$ cat src/rtl/pipe_chain_hs_pkg.sv
// ============================================================================
// Module   : pipe_chain_hs_pkg
// Purpose  : Shared constants and helpers for the pipe_chain_hs register chain.
// Revision : 1.0 - initial release
// ============================================================================
`default_nettype none

package pipe_chain_hs_pkg;

  localparam int MAX_DEPTH = 32;

  localparam logic [MAX_DEPTH-1:0] FLUSH_NONE = '0;
  localparam logic [MAX_DEPTH-1:0] FLUSH_ALL  = '1;

  // Occupancy width leaves headroom for DEPTH stages plus one skid entry.
  function automatic int OCC_W(input int depth);
    return $clog2(depth + 2);
  endfunction

endpackage

`default_nettype wire

$ cat src/rtl/pipe_chain_hs_if.sv
// ============================================================================
// Module   : pipe_chain_hs_if
// Purpose  : Valid/ready/data beat interface used on both sides of the chain.
// Revision : 1.0 - initial release
// ============================================================================
`default_nettype none

interface pipe_chain_hs_if #(
  parameter int WIDTH = 32
);
  logic             valid;
  logic [WIDTH-1:0] data;
  logic             ready;

  modport master (output valid, output data, input ready);
  modport slave  (input valid, input data, output ready);
endinterface

`default_nettype wire

$ cat src/rtl/pipe_chain_hs_slot.sv
// ============================================================================
// Module   : pipe_chain_hs_slot
// Purpose  : One pipeline stage: valid/data registers with load, kill and hold.
// Revision : 1.0 - initial release
// ============================================================================
`default_nettype none

module pipe_chain_hs_slot #(
  parameter int WIDTH = 32
) (
  input  wire logic             clk,
  input  wire logic             rst_n,
  input  wire logic             i_stall,
  input  wire logic             i_flush,
  input  wire logic             i_adv,
  input  wire logic             i_src_vld,
  input  wire logic [WIDTH-1:0] i_src_dat,
  output logic                  o_vld,
  output logic                  o_vld_nxt,
  output logic [WIDTH-1:0]      o_dat
);

  logic             r_vld;
  logic [WIDTH-1:0] r_dat;
  logic             w_vld_nxt;
  logic [WIDTH-1:0] w_dat_nxt;

  // Stall dominates flush; an empty stage always carries zero payload.
  always_comb begin
    w_vld_nxt = r_vld;
    w_dat_nxt = r_dat;
    if (!i_stall) begin
      if (i_flush) begin
        w_vld_nxt = 1'b0;
        w_dat_nxt = '0;
      end else if (i_adv) begin
        w_vld_nxt = i_src_vld;
        w_dat_nxt = i_src_vld ? i_src_dat : '0;
      end
    end
  end

  always_ff @(posedge clk or negedge rst_n) begin
    if (!rst_n) begin
      r_vld <= 1'b0;
      r_dat <= '0;
    end else begin
      r_vld <= w_vld_nxt;
      r_dat <= w_dat_nxt;
    end
  end

  assign o_vld     = r_vld;
  assign o_vld_nxt = w_vld_nxt;
  assign o_dat     = r_dat;

endmodule

`default_nettype wire

$ cat src/rtl/pipe_chain_hs.sv
// ============================================================================
// Module   : pipe_chain_hs
// Purpose  : DEPTH-stage valid/ready register chain with stall, per-stage flush,
//            bubble collapse and occupancy count. PIPE_SKID_EN adds a skid entry.
// Revision : 1.0 - initial release
// ============================================================================
`default_nettype none

module pipe_chain_hs
  import pipe_chain_hs_pkg::*;
#(
  parameter int WIDTH = 32,
  parameter int DEPTH = 2
) (
  input  wire logic                    clk,
  input  wire logic                    rst_n,
  input  wire logic                    stall,
  input  wire logic [DEPTH-1:0]        flush,
  pipe_chain_hs_if.slave               s_in,
  pipe_chain_hs_if.master              m_out,
  output logic [OCC_W(DEPTH)-1:0]      occupancy
);

  localparam int OW = OCC_W(DEPTH);

  logic [DEPTH-1:0] w_vld;
  logic [DEPTH-1:0] w_vld_nxt;
  logic [DEPTH-1:0] w_adv;
  logic [DEPTH-1:0] w_src_vld;
  logic [WIDTH-1:0] w_dat     [DEPTH];
  logic [WIDTH-1:0] w_src_dat [DEPTH];
  logic             w_run;
  logic             w_skid_vld_nxt;
  logic [OW-1:0]    w_occ_nxt;
  logic [OW-1:0]    r_occ;

  // Advance ripples from the output back to the input so bubbles collapse.
  always_comb begin
    w_adv = '0;
    w_run = m_out.ready;
    for (int i = DEPTH - 1; i >= 0; i--) begin
      w_run    = !w_vld[i] | w_run;
      w_adv[i] = w_run & !stall;
    end
  end

`ifdef PIPE_SKID_EN
  logic             r_skid_vld;
  logic [WIDTH-1:0] r_skid_dat;
  logic [WIDTH-1:0] w_skid_dat_nxt;
  logic             w_accept;

  assign s_in.ready   = !r_skid_vld & !stall;
  assign w_accept     = s_in.valid & s_in.ready;
  assign w_src_vld[0] = r_skid_vld | s_in.valid;
  assign w_src_dat[0] = r_skid_vld ? r_skid_dat : s_in.data;

  // A parked beat always goes ahead of fresh input; input only parks when stage 0 is blocked.
  always_comb begin
    w_skid_vld_nxt = r_skid_vld;
    w_skid_dat_nxt = r_skid_dat;
    if (!stall) begin
      if (flush[0] || w_adv[0]) begin
        w_skid_vld_nxt = 1'b0;
        w_skid_dat_nxt = '0;
      end else if (w_accept) begin
        w_skid_vld_nxt = 1'b1;
        w_skid_dat_nxt = s_in.data;
      end
    end
  end

  always_ff @(posedge clk or negedge rst_n) begin
    if (!rst_n) begin
      r_skid_vld <= 1'b0;
      r_skid_dat <= '0;
    end else begin
      r_skid_vld <= w_skid_vld_nxt;
      r_skid_dat <= w_skid_dat_nxt;
    end
  end
`else
  assign s_in.ready     = w_adv[0];
  assign w_src_vld[0]   = s_in.valid;
  assign w_src_dat[0]   = s_in.data;
  assign w_skid_vld_nxt = 1'b0;
`endif

  for (genvar g = 0; g < DEPTH; g++) begin : g_stage
    if (g > 0) begin : g_link
      assign w_src_vld[g] = w_vld[g-1];
      assign w_src_dat[g] = w_dat[g-1];
    end

    pipe_chain_hs_slot #(
      .WIDTH (WIDTH)
    ) u_slot (
      .clk       (clk),
      .rst_n     (rst_n),
      .i_stall   (stall),
      .i_flush   (flush[g]),
      .i_adv     (w_adv[g]),
      .i_src_vld (w_src_vld[g]),
      .i_src_dat (w_src_dat[g]),
      .o_vld     (w_vld[g]),
      .o_vld_nxt (w_vld_nxt[g]),
      .o_dat     (w_dat[g])
    );
  end

  always_comb begin
    w_occ_nxt = OW'(w_skid_vld_nxt);
    for (int i = 0; i < DEPTH; i++) begin
      w_occ_nxt = w_occ_nxt + OW'(w_vld_nxt[i]);
    end
  end

  always_ff @(posedge clk or negedge rst_n) begin
    if (!rst_n) begin
      r_occ <= '0;
    end else begin
      r_occ <= w_occ_nxt;
    end
  end

  assign occupancy  = r_occ;
  assign m_out.valid = w_vld[DEPTH-1] & !stall & !flush[DEPTH-1];
  assign m_out.data  = w_dat[DEPTH-1];

endmodule

`default_nettype wire

$ cat src/flat_wrapper.sv
// flat-port wrapper written by rule: the top's interface ports become plain ports
module pipe_chain_hs_flat import pipe_chain_hs_pkg::*;
#(
  parameter int WIDTH = 32,
  parameter int DEPTH = 2
)
  (clk, rst_n, stall, flush, occupancy, s_in_valid, s_in_data, s_in_ready, m_out_valid, m_out_data, m_out_ready);
  pipe_chain_hs_if #(.WIDTH(WIDTH)) s_in_i ();
  pipe_chain_hs_if #(.WIDTH(WIDTH)) m_out_i ();
  input  wire logic clk;
  input  wire logic rst_n;
  input  wire logic stall;
  input  wire logic [DEPTH-1:0] flush;
  output logic [OCC_W(DEPTH)-1:0] occupancy;
  input wire logic [$bits(s_in_i.valid)-1:0] s_in_valid;
  input wire logic [$bits(s_in_i.data)-1:0] s_in_data;
  output wire logic [$bits(s_in_i.ready)-1:0] s_in_ready;
  output wire logic [$bits(m_out_i.valid)-1:0] m_out_valid;
  output wire logic [$bits(m_out_i.data)-1:0] m_out_data;
  input wire logic [$bits(m_out_i.ready)-1:0] m_out_ready;
  assign s_in_i.valid = s_in_valid;
  assign s_in_i.data = s_in_data;
  assign s_in_ready = s_in_i.ready;
  assign m_out_valid = m_out_i.valid;
  assign m_out_data = m_out_i.data;
  assign m_out_i.ready = m_out_ready;
  pipe_chain_hs #(.WIDTH(WIDTH), .DEPTH(DEPTH)) u_core (.clk(clk), .rst_n(rst_n), .stall(stall), .flush(flush), .s_in(s_in_i), .m_out(m_out_i), .occupancy(occupancy));
endmodule
$ cat config.mk
export PLATFORM = sky130hd
export DESIGN_NAME = pipe_chain_hs_flat
export DESIGN_NICKNAME = d
export VERILOG_FILES = /design/src/rtl/pipe_chain_hs_pkg.sv /design/src/rtl/pipe_chain_hs_if.sv /design/src/rtl/pipe_chain_hs_slot.sv /design/src/rtl/pipe_chain_hs.sv /design/src/flat_wrapper.sv
export SDC_FILE = /design/constraint.sdc
export NUM_CORES = 1
export LEC_CHECK = 0
export CAP_MARGIN = 20
export CORE_MARGIN = 1
export CORE_UTILIZATION = 44
export DETAILED_ROUTE_END_ITERATION = 12
export PLACE_DENSITY = 0.75
export SLEW_MARGIN = 40
export SYNTH_ARGS = -nofsm -noshare
export SYNTH_HDL_FRONTEND = slang
export SYNTH_SLANG_ARGS = --single-unit
export TNS_END_PERCENT = 5
$ cat constraint.sdc
create_clock -name clk -period 1.6 [get_ports clk]
set_input_delay 0.16 -clock clk [delete_from_list [all_inputs] [get_ports clk]]
set_output_delay 0.16 -clock clk [all_outputs]
set_load 0.02 [all_outputs]
==> flow_summary.ini <==
[run_status]
status = completed

[place]
place_hpwl_um = 3970
placed_area_um2 = 4000
place_inst = 461
numPortBuffers = 74
place.gp.congestion = 0.715

[sta]
maxSlewHeadroom_pct = 76.3
drv_slew = 0
finalSetupViolCount = 0
hold_viol_final = 0
clock_skew_ns = 0.00674
rsz0062_at_grt = false
finalCritPeriodShare_pct = 94.3
fin_hold_ws_ns = 0.365
setup-tns-final_ns = 0
max_freq_ghz = 0.663
period_needed_ns = 1.51
worst_pin_slew_ns = 0.356

[power]
p_int_mw = 2.82
switching_share_pct = 25.4
ir_drop_mv = 0.525
power_frac_seq_pct = 49.6
combPwrFrac_pct = 16.2
p_leak_nw = 1.94
power-per-cell-area_nw_per_um2 = 902
p_sw_mw = 0.961
power_frac_clock_pct = 34.2

[yosys]
synthDistinctLibCells = 17
synthArstFlopShare_pct = 100
synth_area_leaders = dfrtp_1 55%, mux2i_1 21%, inv_1 8.3%
yosys.area.top_type = dfrtp_1
syn-instance-count = 292
syn_area_um2 = 3080
synth_seq_cells = 68
avgSynthCellArea_um2 = 10.5
synthFlopType = dfrtp_1
synth_edf_count = 0
yosys_warnings = 0
synth_top_area_share_pct = 55.3
synthTopCellsByCount = 68 x dfrtp_1, 68 x inv_1, 64 x mux2i_1, 64 x nand2_1, 6 x buf_2
ys_seq_area_share_pct = 55.3
synth_nets = 332

[die]
start_util_pct = 45.3
row_count = 30
die_area_um2 = 7330
core_area_um2 = 6790
chipHeight_um = 85.6
ios = 75
die_w_um = 85.6

[drt]
drtIter0Drc = 64
drc = 0
dr.pass1.iters = 4
via_per_inst = 4.38
wl_um = 5780
wl_per_cell_um = 12.1
ant_nets = 0
vias = 2092

[setup_path]
worstPathMaxFanout = 3
crit_path_end_kind = primary output
path_buf_inv = 1
reg2reg_slack_ns = 0.17
critical_path_required_ns = 1.44
startpoint = u_core.g_stage[1].u_slot.o_vld
cp_top_family = flip-flops
reg2reg_from = u_core.g_stage[1].u_slot.o_vld
slowest_delay_ns = 0.40
crit_slowest_cell = dfrtp_1
path_class = flip-flop to primary output
start_kind = flip-flop
crit_chain = nor2b_4 > a21oi_1 > clkdlybuf4s15_1
arrival_ns = 1.35

[cts]
cts-root-buf = clkbuf_8
cts_tree = done
clockBufferDepth = 2
htree_levels = 3
clk_pin_slew_worst_paths_ns = 0.07
clk_latency_ns = 0.33
clkSinkCount = 68
cts_made_buffers = 9

[finish]
fin_area_um2 = 4190
utilization_pct = 61.7
antenna_cells = 0
drive_above_1_share_pct = 9.42
area_delta_synth_final_pct = 36.2
final_nets = 417
layout.cells.non_filler = 478

[global_route]
grt_pass1_vias = 2206
grt_max_degree = 69
grt-ovfl-total = 0
grt_pass1_wl_um = 10200
grt_use_total_pct = 18.1
antenna_found_initial = 0

[min_path]
hold_path.class = primary input to async pin

[run]
drv_cap = 0
==> sequential cells by signal, summed over array words and instances, names as in the netlist, named ones only <==
name / cells
u_core.g_stage.u_slot.o_vld: 1
u_core.occupancy: 2
u_core.g_stage.u_slot.o_dat: 64
==> worst reg2reg max path, cell delays in order, from the launching register on <==
cell and delay [ns]:
dfrtp_1 0.40, nor2b_4 0.15, buf_4 0.14, a21oi_4 0.22
buf_12 0.23, mux2i_1 0.22
==> repair_timing <==
action | CTS | global route
gates cloned | 0 | 0
hold endpoints to repair | 68 | 0
setup buffers | 0 | 0
pin swaps | 0 | 0
hold buffers | 1 | 0
endpoints found under the setup margin | 2 | 1
gates resized for setup | 2 | 1
==> power groups by stage <==
stage          clock network [mW]  registers, mW  logic [mW]
2_1_floorplan                   0           1.95       0.277
3_3_place_gp                    0           1.91       0.615
3_5_place_dp                    0           1.91       0.626
4_1_cts                      1.34           1.88       0.627
5_1_grt                      1.43           1.89       0.675
6_report                     1.29           1.88       0.614
==> metrics by stage <==
step / setup WS (ns) / total power, mW
2_1_floorplan: 0.135 / 2.22
3_3_place_gp: -0.0349 / 2.52
3_5_place_dp: -0.0539 / 2.53
4_1_cts: 0.0410 / 3.84
5_1_grt: 0.00832 / 3.99
6_report: 0.0914 / 3.78
==> cell usage in the layout, fill, tap and decap left out <==
cell type        instances
a21oi_1                  4
a21oi_4                  1
a31oi_4                  1
and2b_1                  1
buf_12                   6
buf_2                    1
buf_4                    8
clkbuf_8                12
clkdlybuf4s15_1          1
clkdlybuf4s50_1         71
clkinv_2                 3
clkinvlp_4               1
dfrtp_1                 68
dlygate4sd2_1            1
dlygate4sd3_1            1
ha_1                     1
inv_1                   68
mux2i_1                 64
nand2_1                 64
nor2b_1                  1
nor2b_2                  2
nor2b_4                  1
nor3b_1                  1
==> logic make-up (layout without fill, tap and decap cells) <==
family                     count (synthesis)  after routing  share of synthesized area, %
buffers and inverters                     83            173                          12.8
and+or+nand+nor                           70             70                          9.35
DFF                                       68             68                          55.3
muxes                                     64             64                          20.8
AOI/OAI and AO/OA                          6              6                          1.38
adders and majority gates                  1              1                         0.406
==> per-layer routing <==
layer	vias up	global-route usage [%]	wire length, µm
li1	1052	-	-
met1	982	23.1	2650
met2	56	28.4	2720
met3	2	6.45	376
met4	0	6.82	32
met5	-	0	0
==> path summary, 6_finish.rpt <==
path	cells after the start	endpoint
hold / removal	3	u_core.g_stage[1].u_slot.o_dat[18]
setup reg to reg	5	u_core.g_stage[1].u_slot.o_dat[5]
setup / recovery	3	s_in_ready
hold reg to reg	2	u_core.g_stage[1].u_slot.o_dat[18]
max in group asynchronous	3	u_core.g_stage[0].u_slot.o_dat[22]
min in group clk	3	u_core.g_stage[0].u_slot.o_dat[14]
==> final cells by class <==
| type | count | area [µm²] |
|---|---|---|
| fill | 566 | 2600 |
| multi-input combinational | 141 | 1000 |
| clock buffer | 12 | 165 |
| clock inverter | 4 | 22.5 |
| timing repair buffer | 89 | 925 |
| inverter | 68 | 255 |
| tap | 96 | 120 |
| sequential | 68 | 1700 |
(Power assumes the default switching activity.)
